$ cat src/rtl/instr_fetch_seq.sv
// Instruction fetch/issue sequencer: steps a PC through a small instruction memory
// and hands each word to the execution core over a valid/ready handshake.
module instr_fetch_seq #(
  parameter int         IMEM_DEPTH = 16,
  parameter int         ADDR_W     = 4,
  parameter logic [4:0] HALT_OP    = 5'b11111
) (
  input  logic              clk,
  input  logic              rst_n,
  input  logic              start,
  input  logic              load_en,
  input  logic [ADDR_W-1:0] load_addr,
  input  logic [31:0]       load_data,
  output logic [31:0]       ir_out,
  output logic              ir_valid,
  input  logic              ir_ready,
  output logic [ADDR_W-1:0] pc,
  output logic              busy,
  output logic              halted,
  output logic              illegal
);

  typedef enum logic [1:0] {IDLE, FETCH, ISSUE, HALTED} state_t;

  state_t      state, state_nxt;
  logic [31:0] imem [IMEM_DEPTH];
  logic [31:0] word;
  logic [4:0]  op;
  logic        is_halt, is_illegal, idle_like, go, accept;

  assign word       = imem[pc];
  assign op         = word[31:27];
  assign is_halt    = (op == HALT_OP);
  assign is_illegal = (op >= 5'd5) && (op <= 5'd30);
  assign idle_like  = (state == IDLE) || (state == HALTED);
  // a load in the same cycle as start wins; start is dropped
  assign go         = idle_like && start && !load_en;
  assign accept     = (state == ISSUE) && ir_ready;

  always_ff @(posedge clk) begin
    if (rst_n && load_en && idle_like)
      imem[load_addr] <= load_data;
  end

  always_ff @(posedge clk) begin
    if (!rst_n) state <= IDLE;
    else        state <= state_nxt;
  end

  always_comb begin
    state_nxt = state;
    case (state)
      IDLE, HALTED: if (go) state_nxt = FETCH;
      FETCH: begin
        if (is_halt)         state_nxt = HALTED;
        else if (is_illegal) state_nxt = FETCH;
        else                 state_nxt = ISSUE;
      end
      ISSUE: if (accept) state_nxt = FETCH;
      default: state_nxt = IDLE;
    endcase
  end

  always_comb begin
    busy     = 1'b0;
    ir_valid = 1'b0;
    case (state)
      FETCH: busy = 1'b1;
      ISSUE: begin
        busy     = 1'b1;
        ir_valid = 1'b1;
      end
      default: ;
    endcase
  end

  // PC, instruction buffer and status flags
  always_ff @(posedge clk) begin
    if (!rst_n) begin
      pc      <= '0;
      ir_out  <= '0;
      halted  <= 1'b0;
      illegal <= 1'b0;
    end else begin
      if (go) begin
        pc      <= '0;
        halted  <= 1'b0;
        illegal <= 1'b0;
      end
      if (state == FETCH) begin
        ir_out <= word;
        if (is_halt) begin
          halted <= 1'b1;
        end else if (is_illegal) begin
          illegal <= 1'b1;
          pc      <= pc + ADDR_W'(1);
        end
      end
      if (accept)
        pc <= pc + ADDR_W'(1);
    end
  end

endmodule

$ cat config.mk
export PLATFORM = sky130hd
export DESIGN_NAME = instr_fetch_seq
export DESIGN_NICKNAME = d
export VERILOG_FILES = /design/src/rtl/instr_fetch_seq.sv
export SDC_FILE = /design/constraint.sdc
export NUM_CORES = 1
export LEC_CHECK = 0
export CAP_MARGIN = 30
export CORE_UTILIZATION = 25
export DETAILED_ROUTE_END_ITERATION = 8
export GPL_ROUTABILITY_DRIVEN = 0
export PLACE_DENSITY = 0.37
export SYNTH_ARGS = -nofsm -noshare
export SYNTH_HDL_FRONTEND = slang
export SYNTH_SLANG_ARGS = --single-unit
$ cat constraint.sdc
create_clock -name clk -period 6.44 [get_ports clk]
set_input_delay 1.288 -clock clk [delete_from_list [all_inputs] [get_ports clk]]
set_output_delay 1.288 -clock clk [all_outputs]
set_load 0.01 [all_outputs]
==> impl_metrics.json <==
{
  "drt-total-wl_um": 52600,
  "cts.sinks": 552,
  "synth_top_cell_by_area": "edfxtp_1",
  "pwr-share-seq_pct": 48.2,
  "ys_ff_latch": 552,
  "grt_overflow_total": 0,
  "dp_hpwl_um": 29900,
  "finalHoldViolCount": 0,
  "synth_nets": 955,
  "grtUsageTotal_pct": 12.5,
  "netlist_area_um2": 20900,
  "place_area_um2": 23200,
  "utilization_pct": 30.7,
  "grt_pass1_vias": 10226,
  "max-vdd-ir-drop_mv": 0.190,
  "hold_buffers": 0,
  "cp-end-kind": "primary output",
  "critPathSlowestCell": "dfxtp_4",
  "clock-root-buffer": "clkbuf_16",
  "path_clk_slew_ns": 0.06,
  "synth_top_area_share_pct": 73.4,
  "fmax_mhz": 243,
  "synth_cell_types": 40,
  "clock_skew_ns": 0.0198,
  "crit_chain": "buf_4 > clkdlybuf4s50_1",
  "dr.pass1.iters": 5,
  "fin_nets": 1080,
  "numCtsBuffers": 61,
  "pin_count": 81,
  "cts_tree": "done",
  "worst-path-buf-inv": 2,
  "path_delay_family": "buffers and inverters",
  "crit_required_ns": 5.15,
  "period_share_pct": 63.9,
  "grt_setup_unrepaired": "no",
  "die_x_um": 291,
  "core_area_um2": 82500,
  "synthMostInstantiatedCell": "edfxtp_1",
  "ys_top_cells_by_area": "edfxtp_1, mux4_2, dfxtp_1",
  "io_buffers": 80,
  "fill_cells": 7910,
  "cts.path.max_buffers": 3,
  "swShare_pct": 21.9,
  "antenna_cells": 0,
  "tightest_slew_ns": 0.926,
  "synth_edf_count": 512,
  "fin_crit_ns": 4.11,
  "synth_area_per_cell_um2": 23.0,
  "ctsResizeCount": 0,
  "placed_cells": 2043,
  "critPathKind": "reg -> out",
  "syn_to_final_growth_pct": 21.0,
  "outcome": "finished clean",
  "fin_area_um2": 25300,
  "grt_first_pass_wirelength_um": 76400,
  "p_comb_share_pct": 8.0,
  "power.share.clock_pct": 43.8,
  "start_util_pct": 25.4,
  "cts_setup_buffers": 0,
  "die_h_um": 291,
  "synth_commonest_cells": "edfxtp_1, mux4_2, nor2_1",
  "drive_above_1_share_pct": 27.8,
  "power-per-cell-area_nw_per_um2": 329,
  "rows": 105,
  "drtAntennaViolNets": 0,
  "synth_ff_type": "edfxtp_1",
  "slew_viol_final": 0,
  "setup_viol": 0,
  "cp-start-kind": "flop",
  "max_stage_delay_ns": 0.91,
  "async_reset_ff_share_pct": 0,
  "post_drt_via_cell_ratio": 4.41,
  "dieArea_um2": 84900,
  "p_leak_nw": 7.66,
  "stdcell_count": 2158,
  "p_int_mw": 6.51,
  "p_switching_mw": 1.82,
  "antenna_found_initial": 2,
  "maxSlewHeadroom_pct": 38.1,
  "clk_latency_ns": 0.62,
  "maxCapViolCount": 0,
  "crit_arrival_ns": 2.82,
  "grt_max_degree": 69,
  "drc": 0,
  "synthCells": 911,
  "worstPathMaxFanout": 39,
  "h-tree-depth": 2,
  "num_vias": 9519,
  "wl_per_cell_um": 24.4,
  "initialDrtViolationCount": 605,
  "ys_warn_count": 0,
  "hold_class": "reg -> reg",
  "yosysSeqAreaShare_pct": 77.3,
  "tns_ns": 0
}
power groups by stage:
stage	Clock, mW	Sequential [mW]	Combinational [mW]
finish	3.65	4.02	0.666
CTS	3.76	4.02	0.696
floorplan	0	4.08	0.424
detailed placement	0	4.10	0.693
global placement	0	4.11	0.683
global route	3.90	4.03	0.723
metrics by stage:
stage	total power [mW]	setup WS, ns	hold slack [ns]
final	8.33	2.33	0.461
after global routing	8.65	2.06	0.489
after CTS	8.48	2.10	0.462
after detailed placement	4.79	2.24	0.453
after global placement	4.79	2.31	0.458
after floorplan	4.50	1.99	0.463
worst paths after layout:
path	from	end	slack [ns]	cells after the start
worst max-delay path	pc[0]	pc[0]	2.33	2
worst min-delay path	illegal	illegal	0.46	2
worst max register to register	pc[0]	pc[2]	3.11	8
worst min register to register	illegal	illegal	0.46	2
layout by cell type, fill, tap and decap left out, types with 2 or more instances in the layout:
| cell type | n |
|---|---|
| edfxtp_1 | 512 |
| mux4_2 | 149 |
| clkdlybuf4s50_1 | 80 |
| clkbuf_16 | 61 |
| nor2_1 | 38 |
| dfxtp_1 | 36 |
| mux2i_1 | 32 |
| buf_4 | 24 |
| clkinv_2 | 15 |
| nand3_1 | 13 |
| nor2_4 | 12 |
| nand2_1 | 10 |
| bufinv_16 | 10 |
| clkinv_1 | 10 |
| clkbuf_8 | 7 |
| mux4_1 | 6 |
| a22oi_1 | 6 |
| clkbuf_1 | 6 |
| inv_1 | 5 |
| nand2b_1 | 5 |
| a21oi_1 | 5 |
| nor3_2 | 4 |
| nand4_1 | 3 |
| inv_6 | 3 |
| dfxtp_4 | 3 |
| or3_1 | 2 |
| and2b_1 | 2 |
| o21ai_0 | 2 |
| a41o_1 | 2 |
| ha_1 | 2 |
| clkinvlp_4 | 2 |
| buf_16 | 2 |
logic make-up (layout without fill, tap and decap cells):
| family | after synthesis | in the layout | share of synthesized area [%] |
|---|---|---|---|
| AOI/OAI and AO/OA | 23 | 23 | 0.932 |
| buffers and inverters | 51 | 228 | 1.26 |
| muxes | 187 | 187 | 18.3 |
| adders and majority gates | 3 | 3 | 0.179 |
| and+or+nand+nor | 95 | 95 | 2.06 |
| DFF | 552 | 552 | 77.3 |
tightest hold or removal path, delay by kind of cell (launching register included):
kind | cells | cell delay (ns)
DFF | 1 | 0.31
and+or+nand+nor | 1 | 0.05
AOI/OAI and AO/OA | 1 | 0.05
per-layer routing:
metal  share of wire [%]  wire [um]  vias up  global-route usage [%]
li1                    -          -     4109                       -
met1                  48      25100     5164                    17.9
met2                  47      24700      178                    19.5
met3                 3.6       1910       68                    2.41
met4                 1.7        877        0                    2.84
met5                   0          0        -                       0
registers in the layout, summed over array words and instances (netlist names):
signal and flops:
state 2, illegal 1, ir_out 32, pc 4, halted 1, imem 512
layout make-up:
type                       count  area [um2]  area share [%]
clock buffer                  74        1650            6.49
clock inverter                41         463            1.83
inverter                       6        22.5          0.0889
multi-input combinational    308        4620            18.2
sequential                   552       16200            63.9
tap                         1070        1340            5.28
timing repair buffer         107        1060            4.17
Note: power is estimated with default switching activity, not from simulation.
